## config.mk

```make
export PLATFORM = sky130hd
export DESIGN_NAME = chart_sequencer_flat
export DESIGN_NICKNAME = d
export VERILOG_FILES = /design/src/rtl/chart_sequencer_if.sv /design/src/rtl/chart_sequencer.sv /design/src/flat_wrapper.sv
export SDC_FILE = /design/constraint.sdc
export NUM_CORES = 1
export LEC_CHECK = 0
export CORE_MARGIN = 2
export CORE_UTILIZATION = 49
export DETAILED_ROUTE_END_ITERATION = 6
export GPL_TIMING_DRIVEN = 0
export PLACE_DENSITY = 0.77
export SETUP_SLACK_MARGIN = 0.1
export SLEW_MARGIN = 20
export SYNTH_ARGS = -nofsm -noshare
export SYNTH_HDL_FRONTEND = slang
export SYNTH_SLANG_ARGS = --single-unit
```

## constraint.sdc

```tcl
create_clock -name CLOCK_25 -period 2.5 [get_ports CLOCK_25]
set_clock_uncertainty 0.15 [all_clocks]
set_input_delay 0.5 -clock CLOCK_25 [delete_from_list [all_inputs] [get_ports CLOCK_25]]
set_output_delay 0.5 -clock CLOCK_25 [all_outputs]
set_load 0.05 [all_outputs]
```

## src/rtl/chart_sequencer_if.sv

```systemverilog
// Handshake bundle between the chart sequencer and its consumer (the falling-note lane).
// The lane drives start/req and receives the presented pattern plus HUD status.
interface chart_sequencer_if;
    logic       start;
    logic       req;
    logic [3:0] command_out;
    logic       valid;
    logic       done;
    logic [3:0] chart_idx;
    logic [7:0] patterns_sent;

    modport master (
        output start, req,
        input  command_out, valid, done, chart_idx, patterns_sent
    );

    modport slave (
        input  start, req,
        output command_out, valid, done, chart_idx, patterns_sent
    );
endinterface

```

## src/rtl/chart_sequencer.sv

```systemverilog
// Note-chart source: presents the next 4-bit pattern and advances once per req rising edge.
// Optional feature macro RANDOM_CHART_EN swaps the fixed table for a 16-bit Galois LFSR.
module chart_sequencer #(
    parameter int          CHART_LEN = 16,
    parameter bit          LOOP      = 1'b1,
    parameter logic [15:0] LFSR_SEED = 16'hACE1
) (
    input  logic              CLOCK_25,
    input  logic              reset,
    chart_sequencer_if.slave  bus
);
    typedef enum logic [1:0] {IDLE, PLAY, DONE} state_t;

    localparam logic [3:0]  LAST_IDX = 4'(CHART_LEN - 1);
    localparam logic [15:0] SEED     = (LFSR_SEED == 16'h0000) ? 16'h0001 : LFSR_SEED;

    state_t     state_q, state_d;
    logic [3:0] cmd_q, cmd_d;
    logic [3:0] idx_q, idx_d;
    logic [7:0] sent_q, sent_d;
    logic       valid_q, valid_d;
    logic       done_q, done_d;
    logic       req_q, req_d;
    logic       req_rise;
    logic [7:0] sent_inc;

    assign req_rise = bus.req & ~req_q;
    assign sent_inc = (sent_q == 8'hFF) ? sent_q : sent_q + 8'd1;

`ifdef RANDOM_CHART_EN
    logic [15:0] lfsr_q, lfsr_d;

    function automatic logic [15:0] lfsr_step(input logic [15:0] s);
        return s[0] ? ((s >> 1) ^ 16'hB400) : (s >> 1);
    endfunction
`else
    function automatic logic [3:0] chart_entry(input logic [3:0] i);
        logic [3:0] e;
        case (i)
            4'd0:    e = 4'h1;
            4'd1:    e = 4'h2;
            4'd2:    e = 4'h4;
            4'd3:    e = 4'h8;
            4'd4:    e = 4'h3;
            4'd5:    e = 4'h0;
            4'd6:    e = 4'h5;
            4'd7:    e = 4'hA;
            4'd8:    e = 4'hC;
            4'd9:    e = 4'h6;
            4'd10:   e = 4'h9;
            4'd11:   e = 4'hF;
            4'd12:   e = 4'h8;
            4'd13:   e = 4'h4;
            4'd14:   e = 4'h2;
            default: e = 4'h1;
        endcase
        return e;
    endfunction
`endif

    always_comb begin
        state_d = state_q;
        cmd_d   = cmd_q;
        idx_d   = idx_q;
        sent_d  = sent_q;
        valid_d = valid_q;
        done_d  = done_q;
        req_d   = bus.req;
`ifdef RANDOM_CHART_EN
        lfsr_d  = lfsr_q;
`endif
        // start beats a simultaneous request and is honoured in every state
        if (bus.start) begin
            state_d = PLAY;
            idx_d   = 4'd0;
            sent_d  = 8'd0;
            valid_d = 1'b1;
            done_d  = 1'b0;
`ifdef RANDOM_CHART_EN
            lfsr_d  = lfsr_step(SEED);
            cmd_d   = lfsr_d[3:0];
`else
            cmd_d   = chart_entry(4'd0);
`endif
        end else if (state_q == PLAY && req_rise) begin
            sent_d = sent_inc;
`ifdef RANDOM_CHART_EN
            lfsr_d = lfsr_step(lfsr_q);
            cmd_d  = lfsr_d[3:0];
            idx_d  = (idx_q == LAST_IDX) ? 4'd0 : idx_q + 4'd1;
`else
            if (idx_q == LAST_IDX) begin
                if (LOOP) begin
                    idx_d = 4'd0;
                    cmd_d = chart_entry(4'd0);
                end else begin
                    state_d = DONE;
                    cmd_d   = 4'd0;
                    valid_d = 1'b0;
                    done_d  = 1'b1;
                end
            end else begin
                idx_d = idx_q + 4'd1;
                cmd_d = chart_entry(idx_q + 4'd1);
            end
`endif
        end
    end

    always_ff @(posedge CLOCK_25) begin
        if (reset) begin
            state_q <= IDLE;
            cmd_q   <= 4'd0;
            idx_q   <= 4'd0;
            sent_q  <= 8'd0;
            valid_q <= 1'b0;
            done_q  <= 1'b0;
            req_q   <= 1'b0;
`ifdef RANDOM_CHART_EN
            lfsr_q  <= SEED;
`endif
        end else begin
            state_q <= state_d;
            cmd_q   <= cmd_d;
            idx_q   <= idx_d;
            sent_q  <= sent_d;
            valid_q <= valid_d;
            done_q  <= done_d;
            req_q   <= req_d;
`ifdef RANDOM_CHART_EN
            lfsr_q  <= lfsr_d;
`endif
        end
    end

    assign bus.command_out   = cmd_q;
    assign bus.valid         = valid_q;
    assign bus.done          = done_q;
    assign bus.chart_idx     = idx_q;
    assign bus.patterns_sent = sent_q;
endmodule

```

## src/flat_wrapper.sv

```systemverilog
// flat-port wrapper written by rule: the top's interface ports become plain ports
module chart_sequencer_flat 
#(
    parameter int          CHART_LEN = 16,
    parameter bit          LOOP      = 1'b1,
    parameter logic [15:0] LFSR_SEED = 16'hACE1
)
  (CLOCK_25, reset, bus_start, bus_req, bus_command_out, bus_valid, bus_done, bus_chart_idx, bus_patterns_sent);
  chart_sequencer_if bus_i ();
  input  logic CLOCK_25;
  input  logic reset;
  input wire logic [$bits(bus_i.start)-1:0] bus_start;
  input wire logic [$bits(bus_i.req)-1:0] bus_req;
  output wire logic [$bits(bus_i.command_out)-1:0] bus_command_out;
  output wire logic [$bits(bus_i.valid)-1:0] bus_valid;
  output wire logic [$bits(bus_i.done)-1:0] bus_done;
  output wire logic [$bits(bus_i.chart_idx)-1:0] bus_chart_idx;
  output wire logic [$bits(bus_i.patterns_sent)-1:0] bus_patterns_sent;
  assign bus_i.start = bus_start;
  assign bus_i.req = bus_req;
  assign bus_command_out = bus_i.command_out;
  assign bus_valid = bus_i.valid;
  assign bus_done = bus_i.done;
  assign bus_chart_idx = bus_i.chart_idx;
  assign bus_patterns_sent = bus_i.patterns_sent;
  chart_sequencer #(.CHART_LEN(CHART_LEN), .LOOP(LOOP), .LFSR_SEED(LFSR_SEED)) u_core (.CLOCK_25(CLOCK_25), .reset(reset), .bus(bus_i));
endmodule
```

Yosys cells after proc, flatten, opt, wreduce, memory -nomap -nowiden
Memory sizes are Yosys's and may differ from the RTL's. Cells that the tools add are included.

Add/subtract/negate cells: 2. Equality and inequality tests: 2. Muxes and demuxes: 4. Bitwise gates (word level): 3. Reductions and logical operators: 4.

Operators by type and width (count): $add 8x1->8 const B (1); $eq 8x8->1 const B (1); $mux 4 (2); $add 4x1->4 const B (1); $eq 4x4->1 const B (1); $mux 1 (2); $not 1->1 (2); $reduce_and 2->1 (1); $reduce_bool 2->1 (1); $reduce_or 2->1 (1); $and 1x1->1 (1); $logic_and 1x1->1 (1).

Register bits after elaboration: 18. Memory bits (read-only): 64. Input port bits: 4. Output and inout port bits: 18. Memories: 1.

Memories: (name not given) (depth 16, width 4, read ports 1, clocked after memory_dff 0, wr ports 0, line chart_sequencer.sv:39) `case (i)`.

Depth between registers and ports, before layout
Gate-level depths: netlist of run 1.

Depth in word-level cells: 5. Gate-level depth with buffers: 6. Depth with buffers taken out: 6.

Worst setup path before layout of run 1
No wires, ideal clock.

Kind: register -> register. Start point: register u_core.idx_q[1], in the netlist u_core.bus.chart_idx[1]. End point: register u_core.cmd_q[0], in the netlist u_core.bus.command_out[0]. Library setup time: 0.142 ns. Data arrival time: 1.899 ns. Slack: 0.309 ns. Stages on the path, launching flop included: 7. Buffers on the path: 1. Cell sequence: dfxtp_1 -> ha_1 -> buf_4 -> xor2_1 -> mux2_2 -> nand2_1 -> a41oi_1.

Longest elaborated chain between the ends: 5. Elaborated cells between the ends (all ways): 6. Those cells by class: add/sub (1); eq/ne (1); mux (3); memory (1).

RTL lines: start, declared (line chart_sequencer.sv:19) `logic [3:0] idx_q, idx_d;`; start signal, assigned (line chart_sequencer.sv:125) `idx_q <= idx_d;`; $add 4x1->4 (line chart_sequencer.sv:104) `cmd_d = chart_entry(idx_q + 4'd1);`; $mem_v2 16x4; $mux 4 * (line chart_sequencer.sv:92) `if (idx_q == LAST_IDX) begin`; $mux 1 * (line chart_sequencer.sv:85) `end else if (state_q == PLAY && req_rise) begin`; $mux 1 * (line chart_sequencer.sv:73) `if (bus.start) begin`; end signal, assigned (line chart_sequencer.sv:124) `cmd_q <= cmd_d;`; end, declared (line chart_sequencer.sv:18) `logic [3:0] cmd_q, cmd_d;`.

Mark *: on every way between the ends. The rest lies on a longest branch, timed or not. The select of a mux whose other input is x is not followed. A chain may end at the register's enable or synchronous reset.

Final worst setup path of run 1
Start point: register u_core.sent_q[3], in the netlist u_core.bus.patterns_sent[3]. End point: output bus_patterns_sent[3].

RTL lines: start, declared (line chart_sequencer.sv:20) `logic [7:0] sent_q, sent_d;`; start signal, assigned (line chart_sequencer.sv:126) `sent_q <= sent_d;`; end, declared (line flat_wrapper.sv:18) `output wire logic [$bits(bus_i.patterns_sent)-1:0] bus_patterns_sent;`.

No word-level cell between the ends.

==> results_dict.tcl, run 1 <==
set metrics [dict create \
    p_comb_share_pct 12.5 \
    hpwl_mm 1.66 \
    vias_per_cell 5.56 \
    place_ws_ns 0.261 \
    port_buffers 20 \
    start_util_pct 52.1 \
    crit_buf_inv 1 \
    power_density_nw_per_um2 378 \
    cp-end-kind "primary output" \
    worstPathMaxFanout 7 \
    fmax_ghz 0.439 \
    worstHoldPathType "reg -> reg" \
    placed_cell_area_um2 1270 \
    fin_area_um2 1290 \
    vdd_drop_max_uv 286 \
    slew_violations 0 \
    postRouteAntennaNets 0 \
    area_growth_pct 25.1 \
    crit_family "buffers and inverters" \
    cts_buffer_depth 2 \
    nets 155 \
    cts_setup_buffers 0 \
    antenna_found_initial 0 \
    worstSetupStartpointType "register" \
    routed_wl_mm 2.19 \
    maxSlewHeadroom_pct 66.5 \
    root_buffer "clkbuf_4" \
    die_area_um2 2490 \
    row_count 16 \
    synth.lib_cells_used.distinct 38 \
    syn_inst 120 \
    power_frac_clock_pct 26.9 \
    hold_buffers 0 \
    final_cell_mix "clkdlybuf4s50_1 (19), dfxtp_1 (18), nor2_1 (13)" \
    synth_fp_nets 130 \
    core-area_um2 1980 \
    vias 945 \
    worstPathCellList "clkdlybuf4s50_1" \
    n_antenna_cell 0 \
    grt_pass1_vias 892 \
    path_class "reg -> out" \
    gr-total-overflow 0 \
    cts.sinks 18 \
    layout-drive-gt1-share_pct 10.5 \
    finalSetupViolCount 0 \
    cts_made_buffers 3 \
    ys_warn_count 0 \
    ys_seq_area_share_pct 34.9 \
    p_leak_uw 0.000469 \
    fin_crit_sh_pct 91.1 \
    die_w_um 49.9 \
    cp_data_arrival_time_ns 1.63 \
    chipHeight_um 49.9 \
    fin_ws_ns 0.223 \
    insertion_delay_ns 0.27 \
    worst_pin_slew_ns 0.501 \
    hold_violations 0 \
    status "complete, no violations" \
    seqPwrFrac_pct 60.5 \
    ios 22 \
    drt-initial-drc-count 17 \
    rsz0062_at_grt "no" \
    synth_area_um2 1030 \
    slowest_stage "clkdlybuf4s50_1" \
    grt_max_degree 11 \
    nFillCells 171 \
    p_switching_uw 118 \
    worstPathRequired_ns 1.85 \
    drt-pass1-iter-count 4 \
    cpPeakStageDelay_ns 0.86 \
    final_common_cell "clkdlybuf4s50_1" \
    cts.clk_slew.worst_paths_ns 0.09 \
    htree_levels 1 \
    postSynthAreaPerCell_um2 8.61 \
    fin_crit_ns 2.28 \
    whs_ns 0.329 \
    fin_util_pct 65.2 \
    grt_pass1_wl_mm 3.81 \
    p_int_uw 370 \
    switching_share_pct 24.2 \
    fin_tns_setup_ns 0 \
    gp_congestion 0.879 \
    routedWlPerCell_um 12.9 \
    grtUsageTotal_pct 19.3 \
    synth-seq-cells 18 \
    cap_violations 0 \
    cts_tree "built" \
    drc 0 \
]
## worst paths after layout
check                                   start                         to  slack (ns)  depth (start not counted)
hold reg to reg     u_core.bus.command_out[1]  u_core.bus.command_out[1]        0.33                          2
setup / recovery  u_core.bus.patterns_sent[3]       bus_patterns_sent[3]        0.22                          1
hold / removal      u_core.bus.command_out[1]  u_core.bus.command_out[1]        0.33                          2
setup reg to reg      u_core.bus.chart_idx[1]  u_core.bus.command_out[0]        0.43                          6
## power by group through the flow
stage,logic (uW),clock network [uW],registers (uW)
3_3_place_gp,60.4,0,302
4_1_cts,61.3,141,295
6_report,61.2,132,295
2_1_floorplan,27.9,0,315
5_1_grt,65.5,154,296
3_5_place_dp,61.1,0,302
## state kept, by name (all words and copies together) (netlist names)
register,cells
u_core.bus.patterns_sent,8
u_core.bus.chart_idx,4
u_core.bus.command_out,4
u_core.bus.valid,1
u_core.req_q,1
## per-layer routing
metal / vias to the layer above / share of wire (%) / GRT usage (%)
met5: - / 0 / 0
met4: 0 / 0.96 / 9.26
met3: 2 / 3.9 / 2.42
met2: 30 / 50 / 32.7
met1: 430 / 45 / 24.0
li1: 483 / - / -
## per-stage QoR
stage / cells / power (uW)
global placement: 167 / 362
CTS: 170 / 497
finish: 170 / 488
floorplan: 120 / 343
global route: 170 / 516
detailed placement: 167 / 363
## timing repair
| item | in CTS | in global routing |
|---|---|---|
| setup endpoints to repair | 0 | 1 |
| hold endpoints to repair | 0 | 0 |
| gates resized for setup | 0 | 1 |
## cell families after synthesis
kind of cell,synth area share (%)
mux,4.00
xor+xnor,3.39
simple gates,24.2
flops,34.9
other cells,0.363
fa+ha+maj,7.26
compound gates,21.4
buf+inv,4.48
## cell type report
cell class / instances / area [um2] / share of cell area (%)
multi-input combinational: 92 / 627 / 48.5
sequential: 18 / 360 / 27.9
timing repair buffer: 20 / 203 / 15.7
tap: 27 / 33.8 / 2.61
buffer: 5 / 27.5 / 2.13
clock buffer: 3 / 22.5 / 1.74
inverter: 5 / 18.8 / 1.45
## Yosys cell counts, drive strengths merged
library cell | instances | area share [%]
a21o | 1 | 0.73
a21oi | 9 | 4.4
a22oi | 2 | 1.5
a31oi | 4 | 3.0
a41oi | 1 | 0.85
and3b | 1 | 0.97
buf | 3 | 1.9
clkbuf | 2 | 0.73
conb | 1 | 0.36
dfxtp | 18 | 35
ha | 6 | 7.3
inv | 5 | 1.8
mux2 | 1 | 1.1
mux2i | 3 | 2.9
nand2 | 8 | 2.9
nand2b | 3 | 1.8
nand3 | 9 | 4.4
nand3b | 1 | 1.1
nand4 | 1 | 2.1
nor2 | 13 | 4.7
nor2b | 1 | 0.61
nor3 | 1 | 0.48
nor4bb | 1 | 0.97
o211a | 1 | 0.97
o211ai | 1 | 0.73
o21a | 1 | 0.73
o21ai | 5 | 3.5
o22ai | 1 | 0.61
o31ai | 5 | 3.6
o41ai | 1 | 0.85
or2 | 1 | 0.61
or3 | 2 | 1.5
or4 | 3 | 2.2
xnor2 | 3 | 2.5
xor2 | 1 | 0.85
Power figures use the tool's default switching activity.
==> run 2: changes to the inputs <==
--- a/config.mk
+++ b/config.mk
@@ -5,8 +5,10 @@
 export SDC_FILE = /design/constraint.sdc
 export NUM_CORES = 1
 export LEC_CHECK = 0
+export CAP_MARGIN = 20
 export CORE_MARGIN = 2
 export CORE_UTILIZATION = 49
+export CTS_CLUSTER_DIAMETER = 150
 export DETAILED_ROUTE_END_ITERATION = 6
 export GPL_TIMING_DRIVEN = 0
 export PLACE_DENSITY = 0.77
==> results of run 2 <==
No change in the layout: final DEF, timing and power equal those of run 1.
==> run 3: changes to the inputs <==
--- a/config.mk
+++ b/config.mk
@@ -5,7 +5,6 @@
 export SDC_FILE = /design/constraint.sdc
 export NUM_CORES = 1
 export LEC_CHECK = 0
-export CAP_MARGIN = 20
 export CORE_MARGIN = 2
 export CORE_UTILIZATION = 49
 export CTS_CLUSTER_DIAMETER = 150
==> results of run 3 <==
No change in the layout: final DEF, timing and power equal those of run 1.
